`config.mk`:
```
export PLATFORM = sky130hd
export DESIGN_NAME = wakeup_select_ctrl
export DESIGN_NICKNAME = d
export VERILOG_FILES = /design/src/rtl/wakeup_select_ctrl.sv
export SDC_FILE = /design/constraint.sdc
export NUM_CORES = 1
export LEC_CHECK = 0
export ABC_AREA = 1
export BUFFER_PORTS_ARGS = -buffer_cell sky130_fd_sc_hd__buf_2
export CAP_MARGIN = 20
export CORE_MARGIN = 3
export CORE_UTILIZATION = 50
export CTS_CLUSTER_DIAMETER = 60
export DETAILED_ROUTE_END_ITERATION = 8
export GPL_TIMING_DRIVEN = 0
export PLACE_DENSITY = 0.65
export SKIP_CTS_REPAIR_TIMING = 1
export SLEW_MARGIN = 20
export SYNTH_ARGS = -nofsm -noshare
export SYNTH_HDL_FRONTEND = slang
export SYNTH_SLANG_ARGS = --single-unit
export TNS_END_PERCENT = 50
```
`constraint.sdc`:
```
create_clock -name clk -period 3 [get_ports clk]
set_input_delay 0.6 -clock clk [delete_from_list [all_inputs] [get_ports clk]]
set_output_delay 0.6 -clock clk [all_outputs]
set_load 0.05 [all_outputs]
```
`src/rtl/wakeup_select_ctrl.sv`:
```
// Purpose : wakeup/select scheduler holding dispatched instrs until their producers complete,
//           then issuing the oldest ready entry, one per cycle.
// Latency : dispatch -> issue_valid 1 cycle minimum; wakeup -> issue_valid 1 cycle.
// Backpressure: entry_free drops when all entries are occupied; issue_idx holds while
//           issue_valid && !issue_ready (an older entry becoming ready may take over).
//
// Ports:
//   clk, rst                     core clock, synchronous active-high reset
//   dispatch_valid               dispatch of one instr this cycle (honoured only when entry_free)
//   src1/2_dp_en, src1/2_dp_loc  per-source "waits on producer" flag and producer slot mask
//   entry_free, disp_idx         room available / entry the current dispatch will occupy
//   wakeup_vec                   producer slots completing this cycle
//   flush                        squash every entry (wins over dispatch and issue)
//   issue_valid, issue_idx       oldest ready entry, combinational from registered state
//   issue_ready                  issue stage takes issue_idx this cycle
//   perf_full_cyc, perf_issue_cnt  optional saturating counters, present only when the
//                                macro WAKEUP_PERF_CNT_EN is defined; reset by rst only
module wakeup_select_ctrl #(
  parameter int NUM_FUS     = 4,
  parameter int NUM_ENTRIES = 8,
  parameter int IDX_W       = $clog2(NUM_ENTRIES)
) (
  input  logic                   clk,
  input  logic                   rst,
  input  logic                   dispatch_valid,
  input  logic                   src1_dp_en,
  input  logic                   src2_dp_en,
  input  logic [2*NUM_FUS-1:0]   src1_dp_loc,
  input  logic [2*NUM_FUS-1:0]   src2_dp_loc,
  output logic                   entry_free,
  output logic [IDX_W-1:0]       disp_idx,
  input  logic [2*NUM_FUS-1:0]   wakeup_vec,
  input  logic                   flush,
  output logic                   issue_valid,
  output logic [IDX_W-1:0]       issue_idx,
  input  logic                   issue_ready
`ifdef WAKEUP_PERF_CNT_EN
  ,
  output logic [31:0]            perf_full_cyc,
  output logic [31:0]            perf_issue_cnt
`endif
);

  localparam int MASK_W = 2 * NUM_FUS;
  localparam int CNT_W  = $clog2(NUM_ENTRIES + 1);

  typedef struct packed {
    logic              vld;
    logic [MASK_W-1:0] m1;
    logic [MASK_W-1:0] m2;
  } entry_t;

  entry_t                 ent_q   [NUM_ENTRIES];
  // older_q[i][j] = 1 means entry j was allocated before entry i. Bits that point at
  // invalid entries may be stale; they are always masked by the ready vector.
  logic [NUM_ENTRIES-1:0] older_q [NUM_ENTRIES];
  logic [CNT_W-1:0]       count_q;
  logic [CNT_W-1:0]       count_d;

  logic [NUM_ENTRIES-1:0] vld_vec;
  logic [NUM_ENTRIES-1:0] rdy_vec;
  logic [NUM_ENTRIES-1:0] sel_vec;
  logic [MASK_W-1:0]      m1_in;
  logic [MASK_W-1:0]      m2_in;
  logic                   do_disp;
  logic                   do_issue;

  // ---------------------------------------------------------------------------
  // Status derived from registered state only
  // ---------------------------------------------------------------------------
  always_comb begin
    vld_vec = '0;
    rdy_vec = '0;
    for (int i = 0; i < NUM_ENTRIES; i++) begin
      vld_vec[i] = ent_q[i].vld;
      rdy_vec[i] = ent_q[i].vld && (ent_q[i].m1 == '0) && (ent_q[i].m2 == '0);
    end
  end

  assign entry_free = (count_q != CNT_W'(NUM_ENTRIES));

  // Lowest-index free entry; scanning downward lets the lowest index win.
  always_comb begin
    disp_idx = '0;
    for (int i = NUM_ENTRIES - 1; i >= 0; i--) begin
      if (!vld_vec[i]) disp_idx = IDX_W'(i);
    end
  end

  // Oldest-ready select: an entry wins when no ready entry is older than it.
  // Valid entries form a total order in older_q, so at most one bit of sel_vec is set.
  always_comb begin
    sel_vec   = '0;
    issue_idx = '0;
    for (int i = 0; i < NUM_ENTRIES; i++) begin
      sel_vec[i] = rdy_vec[i] && ((older_q[i] & rdy_vec) == '0);
    end
    for (int i = 0; i < NUM_ENTRIES; i++) begin
      if (sel_vec[i]) issue_idx = IDX_W'(i);
    end
  end

  assign issue_valid = |rdy_vec;

  // Flush squashes any same-cycle dispatch or issue.
  assign do_disp  = dispatch_valid && entry_free && !flush;
  assign do_issue = issue_valid && issue_ready && !flush;

  assign m1_in = src1_dp_en ? src1_dp_loc : '0;
  assign m2_in = src2_dp_en ? src2_dp_loc : '0;

  always_comb begin
    count_d = count_q;
    case ({do_disp, do_issue})
      2'b10:   count_d = count_q + CNT_W'(1);
      2'b01:   count_d = count_q - CNT_W'(1);
      default: count_d = count_q;
    endcase
  end

  // ---------------------------------------------------------------------------
  // Entry, age-matrix and occupancy state
  // ---------------------------------------------------------------------------
  always_ff @(posedge clk) begin
    if (rst || flush) begin
      for (int i = 0; i < NUM_ENTRIES; i++) begin
        ent_q[i]   <= '0;
        older_q[i] <= '0;
      end
      count_q <= '0;
    end else begin
      for (int i = 0; i < NUM_ENTRIES; i++) begin
        // Wakeup broadcast clears matching producer bits in every entry.
        ent_q[i].m1 <= ent_q[i].m1 & ~wakeup_vec;
        ent_q[i].m2 <= ent_q[i].m2 & ~wakeup_vec;

        if (do_issue && (issue_idx == IDX_W'(i))) begin
          ent_q[i].vld <= 1'b0;
        end

        // The allocated entry is never the issuing one (it is invalid), so these
        // writes cannot collide with the issue clear above.
        if (do_disp && (disp_idx == IDX_W'(i))) begin
          ent_q[i].vld <= 1'b1;
          ent_q[i].m1  <= m1_in & ~wakeup_vec;
          ent_q[i].m2  <= m2_in & ~wakeup_vec;
          older_q[i]   <= vld_vec;
        end

        // Newly allocated entry is younger than everyone: clear its column.
        if (do_disp && (disp_idx != IDX_W'(i))) begin
          older_q[i][disp_idx] <= 1'b0;
        end
      end
      count_q <= count_d;
    end
  end

`ifdef WAKEUP_PERF_CNT_EN
  // Counters survive flush; only rst clears them.
  always_ff @(posedge clk) begin
    if (rst) begin
      perf_full_cyc  <= '0;
      perf_issue_cnt <= '0;
    end else begin
      if (!entry_free && (perf_full_cyc != '1)) begin
        perf_full_cyc <= perf_full_cyc + 32'd1;
      end
      if (do_issue && (perf_issue_cnt != '1)) begin
        perf_issue_cnt <= perf_issue_cnt + 32'd1;
      end
    end
  end
`endif

`ifndef SYNTHESIS
  // Dispatch into a full scheduler is dropped by the RTL; flag it to the upstream owner.
  always @(posedge clk) begin
    if (!rst) begin
      assert (!(dispatch_valid && !entry_free))
        else $warning("wakeup_select_ctrl: dispatch_valid while entry_free==0, dispatch dropped");
    end
  end
`endif

endmodule
```
---- After elaboration in Yosys (flattened, before gate mapping) ----
Memory sizes are Yosys's and may differ from the RTL's.
Cells that the tools add are included.
word-level totals
  logic and storage cells ................. 474
  output and inout bits ................... 8
  bits in writable memories ............... 200
  bits of input ports ..................... 31
  memories kept ........................... 2
  register bits ........................... 4
cells by class
  equality and inequality tests ........... 24
  reduce and logical (&&, ||, !) cells .... 82
  multiplexer cells ....................... 215
  order comparisons ....................... 2
  $add $sub $neg .......................... 2
  bitwise gates (word level) .............. 146
memories
  memory   words  bits a word  read ports  clocked after memory_dff  write ports  line  text
  ent_q    8      17           8           0                         8            53    entry_t ent_q [NUM_ENTRIES];
  older_q  8      8            7           0                         8            56    logic [NUM_ENTRIES-1:0] older_q [NUM_ENTRIES];
operators with widths
  kind                                                                                  count
  8-bit 2-to-1 mux                                                                      50
  8-bit bitwise AND                                                                     25
  8-bit logical NOT                                                                     23
  1-bit 2-to-1 mux                                                                      149
  1-bit OR                                                                              120
  1-bit logical AND                                                                     52
  3-bit 2-to-1 mux                                                                      14
  3-bit equality test (second input constant)                                           8
  3-bit by 2-bit equality test with 1-bit output (second input constant)                4
  3-bit != test (second input constant)                                                 4
  8-bit NOT                                                                             1
  4-bit one-hot mux with 2 select lines                                                 1
  8-bit OR reduction                                                                    1
  3-bit by 1-bit equality test with 1-bit output (second input constant)                2
  3-bit logical NOT                                                                     2
  3-bit by 2-bit != test with 1-bit output (second input constant)                      2
  4-bit by 1-bit adder with 4-bit output (second input constant)                        1
  3-bit by 4-bit < comparator with 1-bit output (second input constant)                 1
  4-bit != test (second input constant)                                                 1
  4-bit by 1-bit subtractor with 4-bit output (second input constant)                   1
  1-bit demux with 3-bit select                                                         1
  3-bit by 1-bit greater-or-equal comparator with 1-bit output (second input constant)  1
  3-bit by 1-bit != test with 1-bit output (second input constant)                      1
  3-bit nonzero test                                                                    1
  5 further kinds                                                                       5

---- Logic depth before layout (Yosys ltp) ----
An unclocked memory read counts as a cell.
  depth in word-level cells ............... 21
  mapped depth ............................ 17
  mapped depth without buffers ............ 17

---- Worst setup path after synthesis ----
OpenSTA, ideal clock, no wires.
  path kind ............................... register -> register
  start ................................... memory ent_q[1][50] (netlist name)
  end ..................................... register count_q[3]
  arrival ................................. 2917 ps
  path buffers ............................ 0
  required time ........................... 2930 ps
  library setup time ...................... 70 ps
  slack ................................... 12 ps
  cell stages (with the launch flop) ...... 18
  clock period less this slack ............ 2988 ps
  cells stage by stage .................... edfxtp_1 -> inv_2 -> nor2_1 -> nand2_1 -> nor2_1 -> nand3_1 -> inv_1 -> nor4_1 -> nand2_1 -> and3_1 -> ha_1 -> ha_1 -> nand2_1 -> nor2_1 -> a211oi_1 -> xor2_1 -> nand2_1 -> a21oi_1
RTL lines
  what                  line  text
  start, declared       53
  end signal, assigned  155   count_q <= count_d;
  end, declared         57    logic [CNT_W-1:0] count_q;

==> impl_metrics.csv <==
group,metric,value,unit
layout,area_growth,18.8,%
timing,finalSetupViolations,1,
timing,grt_setup_unrepaired,"yes",
routing,vias_per_cell,5.48,
clocking,clock_sink_count,196,
routing,drtIter0Drc,1264,
clocking,cts.clk_slew.worst_paths,0.08,ns
setup_path,critPathKind,"reg2out",
floorplanning,start_util,51.0,%
clocking,max-clock-path-buffers,2,
clocking,cts_tree,"built",
timing,fmax,329,MHz
routing,vias,9647,
layout,fin_nets,1506,
layout,fin_util,60.6,%
place,dp.cells,1689,
yosys,async_reset_ff_share,0,%
yosys,synthTopCellsByArea,"edfxtp_1 (49%), nand2_1 (10%), nor2_1 (5.5%)",
setup_path,r2r_slack,0.14,ns
yosys,synth_edf_count,176,
clocking,htree_levels,4,
routing,drt_wl_total,35.3,mm
yosys,synth_area,0.0108,mm2
clocking,clock_latency,0.44,ns
setup_path,required,2.40,ns
layout,drive_gt1_share,18.4,%
floorplanning,rows,53,
min_path,hp-start,"wakeup_vec[6]",
timing,slew_violations,0,
status,status,"finished, violations left",
yosys,synth_cell_types,43,
place,pre_cts_slack,-0.335,ns
global_route,grt_max_degree,19,
yosys,ys_ff_latch,196,
yosys,synth_cells,1263,
yosys,synthMostInstantiatedCell,"nand2_1",
floorplanning,coreArea,0.0211,mm2
min_path,hold_class,"in2reg",
place,portBuffers,36,
layout,instances_no_fill,1759,
clocking,cts-root-buf,"clkbuf_16",
place,dpl.hpwl,25.2,mm
global_route,grt_overflow_total,0,
routing,drt-pass1-iter-count,5,
floorplanning,die_w,153,um
global_route,antenna_found_initial,0,
power,irDropWorstVdd,0.428,mV
yosys,synth_common_cells,"nand2_1 (291), edfxtp_1 (176), nor2_1 (159), nand3_1 (119), a21oi_1 (109)",
min_path,hold_end,"ent_q[1][23]",
setup_path,cp_max_fo,5,
global_route,grt_pass1_vias,8867,
routing,ant_nets,0,
setup_path,start_kind,"flip-flop",
yosys,yosysSeqAreaShare,52.8,%
yosys,yosysTopAreaCellShare,49.1,%
routing,drcViolationCount,0,
setup_path,worst_r2r_endpoint,"count_q[3]",
global_route,grt_usage,29.8,%
timing,max_slew_margin,39.5,%
power,power,5.95,mW
timing,tightest_slew,0.907,ns
power,leakage,5.24,nW
yosys,synthFlopType,"edfxtp_1",
timing,timing_hold_violations_final,0,
status,violations,"negative setup slack",
yosys,synth_area_leader_cell,"edfxtp_1",
clocking,numCtsBuffers,17,
timing,skew,0.0107,ns
timing,min_period,3.04,ns
yosys,yosysWarnings,0,
global_route,grt_pass1_wl,52.4,mm
timing,post-route-period-util,101,%
power,power_density,466,mW/mm2
floorplanning,die_h,153,um
setup_path,r2r_cells,16,
setup_path,reg2reg_from,"ent_q[1][33]",
yosys,synth.avg_cell_area,8.52,um2
min_path,holdPathStages,2,
setup_path,worstPathArrival,2.44,ns
run,maxCapViolations,0,
timing,setup_slack,-0.0367,ns
place,globalplace.congestion,0.993,
floorplanning,ios,39,
layout,diodes,0,
setup_path,end_kind,"output pin",
floorplanning,dieArea,0.0233,mm2
routing,wl_per_cell,20.0,um
## cell families (layout without fill, tap and decap cells)
group | Yosys count | in the layout | share of synthesized area, %
flops | 196 | 196 | 52.8
simple gates | 634 | 634 | 25.9
compound gates | 233 | 233 | 12.8
other cells | 2 | 117 | 0.0698
xor+xnor | 3 | 3 | 0.244
buf+inv | 191 | 297 | 7.65
fa+ha+maj | 4 | 4 | 0.535
## cell type report
class	count	area (um2)
Inverter	136	546
Multi-Input combinational cell	991	4850
Clock buffer	19	453
Timing Repair Buffer	74	484
Fill cell	1972	8310
Tap cell	275	344
Sequential cell	196	5690
Buffer	55	307
Clock inverter	13	113
## layout by cell type (no fill, tap or decap), types with 2 or more instances in the layout
master / synthesis / routed
clkinv_1: 8 / 8
nor2_1: 159 / 144
nand3b_1: 2 / 2
nor4_2: 0 / 2
a22o_1: 5 / 5
xnor2_1: 2 / 2
a211oi_2: 13 / 16
buf_4: 2 / 39
inv_6: 0 / 4
nand2_2: 18 / 26
dfxtp_1: 20 / 20
conb_1: 2 / 117
clkinv_2: 1 / 2
o21ai_0: 54 / 50
nand2_1: 291 / 283
nand4_1: 10 / 10
inv_4: 2 / 8
clkbuf_1: 28 / 28
o21ai_1: 31 / 35
ha_1: 3 / 2
nand3_1: 119 / 112
nor3_4: 3 / 3
edfxtp_1: 176 / 176
a21oi_2: 10 / 10
clkinv_4: 0 / 6
a211oi_1: 7 / 4
nor2_2: 10 / 21
buf_6: 10 / 13
nor2_4: 9 / 13
clkbuf_8: 0 / 2
inv_1: 103 / 96
inv_2: 22 / 21
inv_8: 0 / 3
nand3_2: 4 / 9
clkbuf_16: 0 / 17
buf_2: 14 / 47
a21oi_1: 109 / 109
nor3_1: 3 / 3
nand3_4: 0 / 2
## power by group
part	switching, mW	internal (mW)
Sequential	0.0705	3.09
Clock	1.12	1.14
Combinational	0.391	0.138
Total	1.59	4.37
## metrics by stage
stage	hold slack (ns)	TNS (ns)	instance area, um2
2_1_floorplan	0.452	0	11200
3_3_place_gp	0.464	-0.433	11700
6_report	0.398	-0.0367	12800
5_1_grt	0.391	-0.552	12800
4_1_cts	0.393	-2.10	12300
3_5_place_dp	0.469	-0.599	11700
## sequential cells by signal (all words and copies together) (netlist names)
name and cells:
older_q 56, count_q 4, ent_q 136
## how the worst max path moves through the flow
stage                             from           end  slack (ns)  cells past startpoint
after floorplan           ent_q[1][50]    count_q[3]        0.01                     17
after global placement    ent_q[1][16]    count_q[3]       -0.31                     17
after detailed placement  ent_q[1][16]    count_q[3]       -0.33                     17
after CTS                 ent_q[1][16]  issue_idx[1]       -0.54                     14
after global routing      ent_q[0][16]  issue_idx[2]       -0.17                     13
final                     ent_q[1][50]  issue_idx[0]       -0.04                     15
## layer usage
layer | track usage [%] | share of wire, %
met1 | 43.1 | 41
met2 | 46.1 | 46
met3 | 4.94 | 9.5
met4 | 9.67 | 3.2
met5 | 0 | 0
## worst max-delay path, cell delays in order, from the launching register on
cell	delay, ns
edfxtp_1	0.45
clkinv_4	0.12
nor2_4	0.09
nand2_2	0.08
nor2_4	0.13
nand3_4	0.16
buf_4	0.19
o2111ai_2	0.20
nor2_2	0.08
nand2_1	0.07
nand2_1	0.05
nand2_1	0.05
nand2_1	0.05
nand2_1	0.05
nand2_1	0.06
buf_6	0.15
(Power assumes the default switching activity.)
